==> src/rtl/core_pkg.sv <==
// Shared fetch constants and helpers: widths, reset PC, bubble instruction, PC alignment.
// Optional perf counters in fetch_stage are enabled with FETCH_PERF_CNT_EN.
package core_pkg;
  localparam int XLEN = 32;
  localparam logic [XLEN-1:0] RESET_PC = 32'h0000_0000;
  localparam logic [XLEN-1:0] NOP_INST = 32'h0000_0013;
  localparam logic [XLEN-1:0] INST_ALIGN_MASK = 32'hFFFF_FFFC;

  typedef enum logic [1:0] {
    PC_HOLD     = 2'd0,
    PC_NEXT     = 2'd1,
    PC_REDIRECT = 2'd2
  } pc_sel_e;

  function automatic logic [XLEN-1:0] align_pc(input logic [XLEN-1:0] pc);
    return pc & INST_ALIGN_MASK;
  endfunction
endpackage

==> src/rtl/fetch_stage_if.sv <==
// Fetch-stage bus: imem address/data, IF/ID register outputs and execute redirect.
interface fetch_stage_if;
  import core_pkg::*;

  logic [XLEN-1:0] imem_pc;
  logic [XLEN-1:0] imem_inst;
  logic            id_ready;
  logic            redirect_valid;
  logic [XLEN-1:0] redirect_pc;
  logic            if_id_valid;
  logic [XLEN-1:0] if_id_inst;
  logic [XLEN-1:0] if_id_pc;
  logic [XLEN-1:0] if_id_pc4;
  logic            misalign_err;

  // IF/ID handshake: the register content transfers to decode on a rising edge
  // where if_id_valid && id_ready && !redirect_valid; redirect drops the content.
  modport master (
    output imem_pc, if_id_valid, if_id_inst, if_id_pc, if_id_pc4, misalign_err,
    input  imem_inst, id_ready, redirect_valid, redirect_pc
  );

  modport slave (
    input  imem_pc, if_id_valid, if_id_inst, if_id_pc, if_id_pc4, misalign_err,
    output imem_inst, id_ready, redirect_valid, redirect_pc
  );
endinterface

==> src/rtl/fetch_pc_gen.sv <==
// Program counter register with redirect / +4 / hold next-PC selection and misalign flag.
module fetch_pc_gen
  import core_pkg::*;
(
  input  logic            clk,
  input  logic            rst_n,
  input  pc_sel_e         pc_sel,
  input  logic [XLEN-1:0] redirect_pc,
  output logic [XLEN-1:0] pc_q,
  output logic            misalign_err
);

  always_ff @(posedge clk or negedge rst_n) begin
    if (!rst_n) begin
      pc_q         <= RESET_PC;
      misalign_err <= 1'b0;
    end else begin
      misalign_err <= 1'b0;
      case (pc_sel)
        PC_REDIRECT: begin
          pc_q         <= align_pc(redirect_pc);
          misalign_err <= |redirect_pc[1:0];
        end
        // Wraps modulo 2^XLEN by construction.
        PC_NEXT: pc_q <= pc_q + XLEN'(4);
        default: ;
      endcase
    end
  end

endmodule

==> src/rtl/fetch_stage.sv <==
// Instruction-fetch stage: owns the PC, captures combinational imem output into IF/ID.
// Define FETCH_PERF_CNT_EN to add saturating fetch/stall event counters.
module fetch_stage
  import core_pkg::*;
(
  input  logic               clk,
  input  logic               rst_n,
  fetch_stage_if.master      bus
`ifdef FETCH_PERF_CNT_EN
  ,
  output logic [31:0]        perf_fetch_cnt,
  output logic [31:0]        perf_stall_cnt
`endif
);

  logic [XLEN-1:0] pc_q;
  logic            load;
  pc_sel_e         pc_sel;

  assign load = !bus.if_id_valid || bus.id_ready;

  always_comb begin
    pc_sel = PC_HOLD;
    if (bus.redirect_valid) pc_sel = PC_REDIRECT;
    else if (load)          pc_sel = PC_NEXT;
  end

  fetch_pc_gen u_pc_gen (
    .clk          (clk),
    .rst_n        (rst_n),
    .pc_sel       (pc_sel),
    .redirect_pc  (bus.redirect_pc),
    .pc_q         (pc_q),
    .misalign_err (bus.misalign_err)
  );

  assign bus.imem_pc = pc_q;

  // imem is combinational, so the instruction at pc_q is captured on the edge that advances pc_q.
  always_ff @(posedge clk or negedge rst_n) begin
    if (!rst_n) begin
      bus.if_id_valid <= 1'b0;
      bus.if_id_inst  <= NOP_INST;
      bus.if_id_pc    <= '0;
      bus.if_id_pc4   <= '0;
    end else begin
      case (pc_sel)
        PC_REDIRECT: begin
          bus.if_id_valid <= 1'b0;
          bus.if_id_inst  <= NOP_INST;
        end
        PC_NEXT: begin
          bus.if_id_valid <= 1'b1;
          bus.if_id_inst  <= bus.imem_inst;
          bus.if_id_pc    <= pc_q;
          bus.if_id_pc4   <= pc_q + XLEN'(4);
        end
        default: ;
      endcase
    end
  end

`ifdef FETCH_PERF_CNT_EN
  always_ff @(posedge clk or negedge rst_n) begin
    if (!rst_n) begin
      perf_fetch_cnt <= '0;
      perf_stall_cnt <= '0;
    end else begin
      if (pc_sel == PC_NEXT && perf_fetch_cnt != 32'hFFFF_FFFF)
        perf_fetch_cnt <= perf_fetch_cnt + 32'd1;
      if (pc_sel == PC_HOLD && perf_stall_cnt != 32'hFFFF_FFFF)
        perf_stall_cnt <= perf_stall_cnt + 32'd1;
    end
  end
`endif

endmodule

==> src/flat_wrapper.sv <==
// flat-port wrapper written by rule: the top's interface ports become plain ports
module fetch_stage_flat import core_pkg::*;
  (clk, rst_n, bus_imem_pc, bus_if_id_valid, bus_if_id_inst, bus_if_id_pc, bus_if_id_pc4, bus_misalign_err, bus_imem_inst, bus_id_ready, bus_redirect_valid, bus_redirect_pc);
  fetch_stage_if bus_i ();
  input  logic clk;
  input  logic rst_n;
  output wire logic [$bits(bus_i.imem_pc)-1:0] bus_imem_pc;
  output wire logic [$bits(bus_i.if_id_valid)-1:0] bus_if_id_valid;
  output wire logic [$bits(bus_i.if_id_inst)-1:0] bus_if_id_inst;
  output wire logic [$bits(bus_i.if_id_pc)-1:0] bus_if_id_pc;
  output wire logic [$bits(bus_i.if_id_pc4)-1:0] bus_if_id_pc4;
  output wire logic [$bits(bus_i.misalign_err)-1:0] bus_misalign_err;
  input wire logic [$bits(bus_i.imem_inst)-1:0] bus_imem_inst;
  input wire logic [$bits(bus_i.id_ready)-1:0] bus_id_ready;
  input wire logic [$bits(bus_i.redirect_valid)-1:0] bus_redirect_valid;
  input wire logic [$bits(bus_i.redirect_pc)-1:0] bus_redirect_pc;
  assign bus_imem_pc = bus_i.imem_pc;
  assign bus_if_id_valid = bus_i.if_id_valid;
  assign bus_if_id_inst = bus_i.if_id_inst;
  assign bus_if_id_pc = bus_i.if_id_pc;
  assign bus_if_id_pc4 = bus_i.if_id_pc4;
  assign bus_misalign_err = bus_i.misalign_err;
  assign bus_i.imem_inst = bus_imem_inst;
  assign bus_i.id_ready = bus_id_ready;
  assign bus_i.redirect_valid = bus_redirect_valid;
  assign bus_i.redirect_pc = bus_redirect_pc;
  fetch_stage u_core (.clk(clk), .rst_n(rst_n), .bus(bus_i));
endmodule
==> config.mk <==
export PLATFORM = sky130hd
export DESIGN_NAME = fetch_stage_flat
export DESIGN_NICKNAME = d
export VERILOG_FILES = /design/src/rtl/core_pkg.sv /design/src/rtl/fetch_stage_if.sv /design/src/rtl/fetch_pc_gen.sv /design/src/rtl/fetch_stage.sv /design/src/flat_wrapper.sv
export SDC_FILE = /design/constraint.sdc
export NUM_CORES = 1
export LEC_CHECK = 0
export BUFFER_PORTS_ARGS = -buffer_cell sky130_fd_sc_hd__buf_2
export CORE_AREA = 2 2 97 145
export DETAILED_ROUTE_END_ITERATION = 6
export DIE_AREA = 0 0 99 147
export PLACE_DENSITY = 0.71
export SETUP_SLACK_MARGIN = 0.2
export SYNTH_ARGS = -nofsm -noshare
export SYNTH_HDL_FRONTEND = slang
export SYNTH_SLANG_ARGS = --single-unit
==> constraint.sdc <==
create_clock -name clk -period 4.8 [get_ports clk]
set_clock_uncertainty 0.05 [all_clocks]
set_input_delay 0.48 -clock clk [delete_from_list [all_inputs] [get_ports clk]]
set_output_delay 0.48 -clock clk [all_outputs]
set_load 0.02 [all_outputs]
## After elaboration in Yosys (flattened, before gate mapping)

Index checks and enable logic that the tools add are counted.

- Register bits: 130
- Logic and storage cells: 19
- Bits in read-only memories: 0
- RAM bits: 0
- Latch bits: 0
- Bits of input ports: 68
- Output and inout bits: 130
- Memories: 0

- Magnitude comparators: 0
- Shift operators: 0
- Equality and inequality tests: 2
- Mux-type cells: 6
- Reduce and logical (&&, ||, !) cells: 4
- Bitwise logic cells: 0
- Multipliers: 0
- Div/mod/pow operators: 0
- Add/subtract/negate cells: 1

Operators by type and width:

| cell | count |
|---|---|
| $pmux 32 s2 | 2 |
| $add 32x3->32 const B | 1 |
| $eq 2x1->1 const B | 1 |
| $eq 2x2->1 const B | 1 |
| $mux 1 | 2 |
| $mux 2 | 1 |
| $pmux 1 s2 | 1 |
| $reduce_bool 2->1 | 1 |
| $reduce_or 2->1 | 1 |
| $logic_not 1->1 | 1 |
| $logic_or 1x1->1 | 1 |

## Depth between registers and ports, before layout

Gate-level depths: netlist (run 1).

- Depth after elaboration: 6
- Gate-level depth with buffers: 8
- Mapped depth without buffers: 5

## By module

A second synthesis (run 1) with hierarchy kept.

- Cells, all modules: 672
- Area total of the unflattened synthesis: 6273.5 µm²

Modules (own cells, without submodules):

| module | times used | cells each | area each (µm²) | sequential area each (µm²) |
|---|---|---|---|---|
| fetch_stage | 1 | 411 | 4092.7 | 2381.0 |
| fetch_pc_gen | 1 | 261 | 2180.8 | 775.7 |

## Worst setup path after synthesis (run 1)

Ideal clock, no wire load.

- Path kind: flip-flop to flip-flop
- Start point: register u_core.u_pc_gen.pc_q[11]
- End point: register u_core.bus.if_id_pc4[25]
- Data arrival time: 2.169 ns
- Data required time: 4.668 ns
- Clock period less this slack: 2.301 ns
- Stages on the path, launching flop included: 8
- Buffers on the path: 3
- Setup slack: 2.499 ns
- Setup time: 0.082 ns
- Path through: dfrtp_1 > buf_2 > nand4_4 > or4_4 > buf_6 > buf_6 > or4_1 > a31oi_1

- Cells in the longest elaborated chain, start to end: 1

RTL lines:

| element | line | text |
|---|---|---|
| from (decl) | fetch_pc_gen.sv:9 | `output logic [XLEN-1:0] pc_q,` |
| from (signal assigned) | fetch_pc_gen.sv:21 | `pc_q <= align_pc(redirect_pc);` |
| from (signal assigned) | fetch_pc_gen.sv:25 | `PC_NEXT: pc_q <= pc_q + XLEN'(4);` |
| $add 32x3->32 | fetch_stage.sv:56 | `bus.if_id_pc4 <= pc_q + XLEN'(4);` |
| to (signal assigned) | fetch_stage.sv:56 |  |
| to (decl) | fetch_stage_if.sv:19 | `output imem_pc, if_id_valid, if_id_inst, if_id_pc, if_id_pc4, misalign_err,` |

No other way between the ends.
A chain may end at the register's enable or synchronous reset.

## Worst setup path in the final report (run 1)

- Start point: register u_core.u_pc_gen.pc_q[17]
- End point: register u_core.u_pc_gen.pc_q[28]

- Cells in the longest elaborated chain, start to end: 2

RTL lines:

| element | line | text |
|---|---|---|
| $add 32x3->32 | fetch_pc_gen.sv:25 |  |
| $pmux 32 s2 | fetch_pc_gen.sv:19 | `case (pc_sel)` |

No other way between the ends.

==> reports/results.tsv, run 1 <==
stage	metric	value	unit
run_status	outcome	completed	
power	p_leak	3.55	nW
clock_tree	cts_hold_buf	0	
clock_tree	cts_root_buf	clkbuf_16	
synth	ys_async_sr_fraction	1.00	
floorplanning	die-height	147	um
finish	final_cell_mix	nand2_1 (196), buf_2 (190), dfrtp_1 (121)	
synth	syn_area	0.00586	mm2
sta	tns	0	ns
synth	ys_seq_area_frac	0.530	
place	dp_slack	1.82	ns
synth	syn_avg_cell_area	8.78	um2
global_routing	top_usage_layer	met2	
floorplanning	coreArea	0.0133	mm2
power	power_switching_share	0.303	
synth	synth-edff-count	0	
power	powerDensity	427	mW/mm2
setup_path	required	5.08	ns
place	place.gp.congestion	0.847	
floorplanning	initial_utilization	0.440	
power	peakVddDrop	0.234	mV
detailed_routing	drtAntennaViolNets	0	
synth	synth-main-ff-cell	dfrtp_1	
sta	fin_crit	2.69	ns
detailed_routing	drc	0	
sta	finalHoldViolCount	0	
global_routing	grt_pass1_wl	26.3	mm
setup_path	r2r_slack	2.11	ns
global_routing	grt-ovfl-total	0	
power	clock_power_share	0.424	
synth	yosys-top-cells-area	dfrtp_1 (52%), nand2_1 (13%), or4_1 (3.8%)	
power	total_power	3.18	mW
synth	ys_warn_count	0	
detailed_routing	routedWlPerCell	16.4	um
sta	rsz0062_at_grt	false	
hold_path	hold_class	in -> async	
sta	max_freq	0.371	GHz
clock_tree	cts_tree	yes	
finish	diodes	0	
global_routing	use_met3	0.0590	
clock_tree	clock_path_buffers	2	
floorplanning	die_w	99	um
detailed_routing	drt-pass1-iter-count	4	
sta	slew_headroom	0.349	
setup_path	critPathMaxFanout	21	
global_routing	grt.met1_usage	0.291	
global_routing	grt_pass1_vias	5016	
setup_path	critPathKind	reg -> reg	
setup_path	critPathLaunchType	flip-flop	
clock_tree	htreeDepth	4	
detailed_routing	drt_wl_total	16.4	mm
finish	final_common_cell	nand2_1	
finish	areaGrowthSynthToFinish	26.9	%
job	maxCapViolCount	0	
sta	setup_ws	2.11	ns
clock_tree	clk_latency	0.41	ns
sta	setup_viol	0	
sta	fin_crit_sh	0.561	
synth	ys_seq_elements	124	
global_routing	met2_usage	0.375	
clock_tree	cts.repair.resized	0	
setup_path	critPathArrivalTime	2.97	ns
power	p_comb_frac	0.173	
synth	synth.distinct_cells	35	
setup_path	r2r-end	u_core.u_pc_gen.pc_q[28]	
detailed_routing	drt_iter0_drc	219	
place	dp_hpwl	11.2	mm
global_routing	antenna_found_initial	0	
finish	drive_gt1_frac	0.286	
clock_tree	cts_buffers	17	
setup_path	reg2reg_depth	4	
sta	tightest_slew	0.976	ns
floorplanning	floorplan.rows	52	
synth	synthCells	668	
floorplanning	die_area	0.0146	mm2
synth	yosysTopAreaCell	dfrtp_1	
power	netSwitchingPower	0.964	mW
clock_tree	cts_setup_buffers	0	
clock_tree	clk_pin_slew_worst_paths	0.06	ns
setup_path	worst_r2r_startpoint	u_core.u_pc_gen.pc_q[17]	
global_routing	grt_use_total	0.228	
detailed_routing	vias	5247	
place	portBuffers	191	
global_routing	grt_max_degree	74	
detailed_routing	via_per_inst	5.25	
power	p_int	2.22	mW
clock_tree	clock-sinks	124	
floorplanning	io_pins	198	
synth	yosysTopAreaCellShare	0.516	
finish	num-fill-cells	1251	
sta	final-max-slew-violation-count	0	
setup_path	endpoint_kind	flip-flop	
finish	nets	893	
power	p_seq_frac	0.403	
==> synth_stat cells, types with 2 or more instances <==
| master | instances |
|---|---|
| xnor2_1 | 15 |
| o211ai_1 | 7 |
| or3_1 | 5 |
| nor3_1 | 5 |
| dfstp_2 | 3 |
| buf_1 | 5 |
| dfrtp_1 | 121 |
| and4_1 | 6 |
| nor4_1 | 3 |
| nand3_1 | 23 |
| nand4_1 | 14 |
| clkbuf_1 | 43 |
| nor2b_1 | 3 |
| nor2_1 | 35 |
| o21ai_0 | 38 |
| buf_2 | 9 |
| buf_4 | 6 |
| and3_1 | 3 |
| xor2_1 | 9 |
| a22oi_1 | 2 |
| inv_1 | 6 |
| buf_6 | 2 |
| or4_1 | 30 |
| o31ai_1 | 18 |
| a21oi_1 | 29 |
| a31oi_1 | 23 |
| nand2_1 | 197 |
==> power by group through the flow <==
stage          clock network, mW  registers (mW)  logic, mW
6_report                    1.35            1.28      0.551
2_1_floorplan                  0            1.40      0.220
3_5_place_dp                   0            1.30      0.559
4_1_cts                     1.37            1.28      0.561
5_1_grt                     1.42            1.30      0.608
3_3_place_gp                   0            1.30      0.552
==> per-stage QoR <==
stage,instances,util,hold slack (ns),area (um2)
after floorplan,673,-,0.134,5880
after global placement,967,0.511,0.405,6820
after detailed placement,967,0.511,0.411,6820
after CTS,999,0.558,0.0558,7440
after global routing,999,0.558,0.0868,7440
final,999,0.558,0.0391,7440
==> registers in the layout, indices dropped and copies added, names as in the netlist <==
name and cells:
u_core.bus.if_id_inst 32, u_core.bus.if_id_pc 30, u_core.bus.if_id_pc4 30, u_core.bus.if_id_valid 1, u_core.u_pc_gen.misalign_err 1, u_core.u_pc_gen.pc_q 30
==> logic make-up after synthesis <==
family / after synthesis / share of synthesized area
other: 1 / 0.000639
flip-flops: 124 / 0.530
multiplexers: 1 / 0.00171
AO/OA/AOI/OAI: 118 / 0.118
buffers and inverters: 71 / 0.0538
AND/OR/NAND/NOR: 328 / 0.258
adder cells (fa/ha/maj): 1 / 0.00213
XOR/XNOR: 24 / 0.0358
==> area by class of cell <==
type	count	area (um2)	area share
clock inverters	15	199	0.0267
flip-flops and latches	124	3110	0.417
repair buffers	197	1010	0.135
clock buffers	17	425	0.0571
well taps	162	203	0.0272
inverters	6	22.5	0.00303
multi-input cells	478	2480	0.333
==> critical path: stages, from the launching register on <==
cell     delay (ns)
dfrtp_1        0.49
nand4_1        0.65
or4_1          0.75
or4_1          0.51
a31oi_1        0.17
==> how the worst max path moves through the flow <==
stage | startpoint | endpoint | slack (ns) | cells past startpoint
after global routing | u_core.bus.if_id_valid | u_core.bus.if_id_pc4[30] | 1.89 | 4
after floorplan | u_core.u_pc_gen.pc_q[11] | u_core.bus.if_id_pc4[25] | 2.50 | 7
after global placement | bus_id_ready | u_core.bus.if_id_pc4[18] | 1.86 | 5
after detailed placement | bus_id_ready | u_core.bus.if_id_pc4[30] | 1.82 | 5
final | u_core.u_pc_gen.pc_q[17] | u_core.u_pc_gen.pc_q[28] | 2.11 | 4
after CTS | u_core.bus.if_id_valid | u_core.bus.if_id_pc4[30] | 2.08 | 4
==> routing by layer <==
metal | share of wire | vias to the layer above | wire length (um)
met5 | 0 | - | 0
met1 | 0.41 | 2464 | 6780
met3 | 0.063 | 17 | 1040
met4 | 0.017 | 0 | 280
met2 | 0.51 | 165 | 8270
li1 | - | 2601 | -
No activity file was read; power rests on OpenSTA's default activity.
==> run 2, diff against run 1 <==
Clock period 4.8 ns to 2.6 ns, I/O delays scaled along.
==> reports/results.tsv, run 2 (same netlist as run 1, synthesis figures left out) <==
stage	metric	value	unit	change
place	place.gp.congestion	0.825		-2.6%
sta	fin_crit	2.26	ns	-0.430 ns
place	portBuffers	191		unchanged
clock_tree	clk_latency	0.42	ns	about the same
setup_path	r2r-end	u_core.u_pc_gen.pc_q[31]		
sta	setup_viol	0		unchanged
floorplanning	floorplan.rows	52		unchanged
floorplanning	initial_utilization	0.440		unchanged
global_routing	grt-ovfl-total	0		unchanged
setup_path	critPathArrivalTime	2.56	ns	-0.41 ns
clock_tree	htreeDepth	4		unchanged
setup_path	cp-startpoint	u_core.u_pc_gen.pc_q[6]		
detailed_routing	drt_wl_total	17.4	mm	+6.3%
finish	areaGrowthSynthToFinish	29.5	%	
hold_path	min_path_cells	3		
power	total_power	5.91	mW	+86%
finish	diodes	0		unchanged
clock_tree	cts_tree	yes		
floorplanning	io_pins	198		unchanged
detailed_routing	drt_iter0_drc	298		+36%
power	peakVddDrop	0.427	mV	+83%
detailed_routing	drtAntennaViolNets	0		unchanged
sta	final-max-slew-violation-count	0		unchanged
finish	num-fill-cells	1194		-4.6%
finish	final_common_cell	nand2_1		
global_routing	antenna_found_initial	0		unchanged
finish	largest_reg_flops	32		unchanged
setup_path	cp_slowest_cell	or4_4		
clock_tree	cts_root_buf	clkbuf_16		
setup_path	reg2reg_depth	4		unchanged
sta	slew_headroom	0.547		+0.197
global_routing	grt_pass1_wl	27.2	mm	+3.3%
global_routing	grt_pass1_vias	5243		+4.5%
floorplanning	die_area	0.0146	mm2	unchanged
finish	post-route-util	0.569		+0.0111
sta	finalHoldViolCount	0		unchanged
clock_tree	cts_buffers	17		unchanged
floorplanning	die-height	147	um	unchanged
power	p_int	4.14	mW	+87%
power	clock_power_share	0.420		-0.004
power	p_leak	3.64	nW	+2.5%
floorplanning	coreArea	0.0133	mm2	unchanged
run_status	outcome	completed		
job	maxCapViolCount	0		unchanged
sta	max_freq	0.442	GHz	+19%
setup_path	critPathLaunchType	flip-flop		
setup_path	endpoint_kind	flip-flop		
sta	tns	0	ns	unchanged
setup_path	critPathKind	reg -> reg		
setup_path	worst_r2r_startpoint	u_core.u_pc_gen.pc_q[6]		
finish	nets	910		+1.9%
finish	drive_gt1_frac	0.290		+0.00485
clock_tree	clock_path_buffers	2		unchanged
detailed_routing	via_per_inst	5.48		+4.4%
power	p_comb_frac	0.186		+0.013
sta	rsz0062_at_grt	false		
detailed_routing	routedWlPerCell	17.1	um	+4.5%
finish	regMostFlops	u_core.bus.if_id_inst		
setup_path	r2r_slack	0.34	ns	-1.77 ns
detailed_routing	drc	0		unchanged
clock_tree	cts_setup_buffers	0		unchanged
hold_path	hold_end	u_core.u_pc_gen.misalign_err		
floorplanning	die_w	99	um	unchanged
power	p_seq_frac	0.395		-0.008
finish	final_cell_mix	nand2_1 (196), buf_2 (190), dfrtp_1 (121)		
sta	fin_crit_sh	0.871		+0.309
setup_path	slowest_delay	0.66	ns	-0.09 ns
setup_path	required	2.90	ns	-2.18 ns
sta	tightest_slew	0.674	ns	-0.302 ns
global_routing	grt_use_total	0.236		+0.00831
power	powerDensity	778	mW/mm2	+82%
global_routing	grt_max_degree	58		-22%
place	dp_hpwl	12.1	mm	+7.2%
power	netSwitchingPower	1.77	mW	+84%
hold_path	hold_start	bus_redirect_pc[0]		
clock_tree	clk_pin_slew_worst_paths	0.06	ns	about the same
hold_path	hold_class	in -> reg		
detailed_routing	drt-pass1-iter-count	5		+1
clock_tree	clock-sinks	124		unchanged
power	power_switching_share	0.299		-0.00378
setup_path	path_cells	nand4_4, or4_4, or4_1, a31oi_1		
setup_path	critPathMaxFanout	14		-33%
detailed_routing	vias	5570		+6.2%
-- run 2: cell types whose count changed in the layout (fill, tap and decap cells not counted), sizes merged --
cell         before  now
buf             197  211
clkbuf           17   24
clkinv            6    4
dlygate4sd3       0    2
clkinvlp          5    0
or4              31   32
-- run 2: how the worst max path moves through the flow --
stage                               end  slack (ns)  cells past startpoint
2_1_floorplan  u_core.bus.if_id_pc4[25]        0.30                      7
3_3_place_gp   u_core.u_pc_gen.pc_q[25]        0.41                      4
3_5_place_dp   u_core.u_pc_gen.pc_q[29]        0.36                      4
4_1_cts        u_core.u_pc_gen.pc_q[25]        0.35                      4
5_1_grt        u_core.bus.if_id_pc4[29]        0.21                      4
6_report       u_core.u_pc_gen.pc_q[31]        0.34                      4
-- run 2: critical path: cells and delay by family, from the launching register on --
| family | cells | cell delay, ns |
|---|---|---|
| AOI/OAI and AO/OA | 1 | 0.16 |
| and+or+nand+nor | 3 | 1.44 |
| DFF | 1 | 0.54 |
-- run 2: power by group through the flow --
stage          sequential, mW  combinational, mW  clock [mW]
6_report                 2.33               1.10        2.48
3_5_place_dp             2.36               1.10           0
4_1_cts                  2.33               1.10        2.49
2_1_floorplan            2.58              0.407           0
3_3_place_gp             2.35               1.09           0
5_1_grt                  2.37               1.20        2.58
-- run 2: what timing repair did --
action                     4_1_cts  5_1_grt
hold endpoints to repair        53        0
setup endpoints to repair        0        3
resized for setup                0        2
hold buffers                     2        0
-- run 2: final cells by class --
type / count / area [um2] / share of cell area
Clock buffer: 24 / 462 / 0.0608
Clock inverter: 8 / 140 / 0.0185
Inverter: 6 / 22.5 / 0.00297
Multi-Input combinational cell: 479 / 2500 / 0.329
Sequential cell: 124 / 3110 / 0.409
Tap cell: 162 / 203 / 0.0267
Timing Repair Buffer: 213 / 1160 / 0.152
-- run 2: stage by stage --
stage	setup slack [ns]	hold WS, ns	instances	instance area (um2)
CTS	0.348	0.000231	1015	7570
floorplan	0.299	-0.0856	673	5880
detailed placement	0.364	0.212	981	6950
global route	0.214	0.0162	1016	7590
global placement	0.414	0.217	981	6950
finish	0.336	0.00338	1016	7590
-- run 2: layer usage --
| metal | global-route usage | vias to the layer above | routed length, um |
|---|---|---|---|
| met1 | 0.296 | 2629 | 6740 |
| met4 | 0.0959 | 0 | 594 |
| li1 | - | 2641 | - |
| met2 | 0.377 | 253 | 8550 |
| met3 | 0.0756 | 47 | 1520 |
| met5 | 0 | - | 0 |
==> run 3, diff against run 2 <==
Settings changed: CELL_PAD_IN_SITES_DETAIL_PLACEMENT set to 1, CELL_PAD_IN_SITES_GLOBAL_PLACEMENT set to 2, CORE_AREA 2 2 97 145 to 2 2 120 180, DIE_AREA 0 0 99 147 to 0 0 122 182, PLACE_DENSITY 0.71 to 0.79.
==> reports/results.tsv, run 3 (same netlist as run 1, synthesis figures left out) <==
stage	metric	value	unit	change
run_status	outcome	completed		
clock_tree	cts_setup_buffers	0		unchanged
sta	rsz0062_at_grt	true		
clock_tree	clock_path_buffers	2		unchanged
power	peakVddDrop	0.345	mV	-19%
detailed_routing	routedWlPerCell	18.4	um	+7.4%
global_routing	grt_pass1_vias	5984		+14%
global_routing	grt_max_degree	61		+5.2%
sta	tns	0	ns	unchanged
sta	tightest_slew	0.703	ns	+0.0296 ns
setup_path	crit_buf_inv	1		+1
place	place.gp.congestion	0.788		-4.5%
setup_path	endpoint_kind	flip-flop		
setup_path	critPathMaxFanout	22		+8
finish	drive_gt1_frac	0.299		+0.00811
floorplanning	die-height	182	um	+24%
sta	finalHoldViolCount	0		unchanged
floorplanning	coreArea	0.0207	mm2	+55%
finish	diodes	0		unchanged
sta	fin_crit	2.25	ns	-0.0128 ns
finish	final_common_cell	nand2_1		
clock_tree	cts_tree	yes		
global_routing	grt-ovfl-total	0		unchanged
sta	final-max-slew-violation-count	0		unchanged
global_routing	grt_use_total	0.192		-0.0442
finish	largest_reg_flops	32		unchanged
clock_tree	cts_buffers	17		unchanged
sta	fin_crit_sh	0.866		-0.00493
global_routing	grt_pass1_wl	32.7	mm	+20%
detailed_routing	via_per_inst	4.90		-11%
finish	areaGrowthSynthToFinish	35.2	%	
clock_tree	clock-sinks	124		unchanged
job	maxCapViolCount	0		unchanged
sta	setup_viol	0		unchanged
finish	final_cell_mix	nand2_1 (196), buf_2 (190), dfrtp_1 (116)		
finish	fin_cells	1139		+12%
floorplanning	floorplan.rows	65		+25%
detailed_routing	drt-pass1-iter-count	4		-1
floorplanning	die_w	122	um	+23%
setup_path	slowest_delay	0.49	ns	-0.17 ns
setup_path	critPathLaunchType	flip-flop		
clock_tree	htreeDepth	4		unchanged
clock_tree	clk_pin_slew_worst_paths	0.06	ns	about the same
finish	regMostFlops	u_core.bus.if_id_inst		
power	powerDensity	767	mW/mm2	-1.5%
detailed_routing	drtAntennaViolNets	0		unchanged
detailed_routing	drt_iter0_drc	245		-18%
setup_path	critPathKind	reg -> reg		
clock_tree	cts_root_buf	clkbuf_16		
clock_tree	clk_latency	0.43	ns	about the same
finish	nets	927		+1.9%
sta	max_freq	0.444	GHz	+0.57%
floorplanning	die_area	0.0222	mm2	+53%
setup_path	required	2.90	ns	about the same
place	portBuffers	191		unchanged
setup_path	cp_top_family	simple AND/OR/NAND/NOR gates		
setup_path	path_cells	ha_1, and4_1, nand3_1, buf_4, or4_1, a31oi_1		
place	placedCellCount	1090		+11%
floorplanning	io_pins	198		unchanged
power	p_leak	3.72	nW	+2.2%
sta	slew_headroom	0.527		-0.0199
setup_path	critPathArrivalTime	2.55	ns	about the same
detailed_routing	vias	5586		+0.29%
setup_path	r2r_slack	0.35	ns	about the same
floorplanning	initial_utilization	0.283		-0.157
hold_path	hold_class	in -> reg		
detailed_routing	drc	0		unchanged
setup_path	cp_slowest_cell	or4_1		
place	dp_hpwl	14.5	mm	+20%
global_routing	antenna_found_initial	2		+2
detailed_routing	drt_wl_total	21.0	mm	+20%
## run 3: changes by cell type in the layout (fill, tap and decap cells not counted), moves of 2 or more
cell and change:
clkbuf_1 -3, clkinv_4 +2, buf_4 +3, dlygate4sd3_1 +14
dfrtp_2 +5, dfrtp_1 -5
## run 3: stage by stage
step	instance area (um2)	utilization	setup WS (ns)	power, mW	hold slack (ns)
6_report	7930	0.382	0.349	6.08	0.0157
5_1_grt	7930	0.382	0.180	6.35	0.0198
4_1_cts	7900	0.381	0.278	6.15	0.0000309
3_5_place_dp	7110	0.343	0.304	3.51	0.239
3_3_place_gp	7110	0.343	0.386	3.49	0.242
2_1_floorplan	5880	-	0.299	2.99	-0.0856
## run 3: worst reg2reg max path, delay by kind of cell (launching register included)
kind / cells / cell delay (ns)
simple gates: 3 / 1.00
compound gates: 1 / 0.17
buf+inv: 1 / 0.21
fa+ha+maj: 1 / 0.29
flops: 1 / 0.45
## run 3: cell type report
| type | count | area, um2 |
|---|---|---|
| Multi-Input combinational cell | 479 | 2500 |
| Tap cell | 268 | 335 |
| Timing Repair Buffer | 230 | 1320 |
| Sequential cell | 124 | 3110 |
| Inverter | 6 | 22.5 |
| Clock buffer | 20 | 437 |
| Clock inverter | 12 | 195 |
| Fill cell | 2496 | 12800 |
## run 3: per-layer routing
| metal | track usage | vias up | wire length (um) |
|---|---|---|---|
| met3 | 0.0405 | 39 | 962 |
| li1 | - | 2669 | - |
| met5 | 0 | - | 27 |
| met1 | 0.216 | 2717 | 8240 |
| met4 | 0.0920 | 4 | 685 |
| met2 | 0.340 | 157 | 11000 |
## run 3: repair_timing
| item | 4_1_cts | 5_1_grt |
|---|---|---|
| gates resized for setup | 0 | 7 |
| endpoints found under the setup margin | 0 | 3 |
| hold endpoints to repair | 69 | 0 |
| hold buffers | 16 | 0 |
## run 3: worst paths after layout
kind                            cells after the start                     from                   endpoint
worst min-delay path                                3        bus_imem_inst[29]  u_core.bus.if_id_inst[29]
worst min register to register                      2  u_core.bus.if_id_pc[22]    u_core.bus.if_id_pc[22]
worst max register to register                      6  u_core.u_pc_gen.pc_q[2]   u_core.u_pc_gen.pc_q[28]
worst max-delay path                                6  u_core.u_pc_gen.pc_q[2]   u_core.u_pc_gen.pc_q[28]
min in group asynchronous                           2                    rst_n  u_core.bus.if_id_inst[24]
max in group asynchronous                           3                    rst_n   u_core.bus.if_id_pc4[15]
## run 3: where the power goes
part,switching (mW),internal (mW)
clock,0.900,1.69
combinational,0.762,0.388
sequential,0.181,2.15
total,1.84,4.23
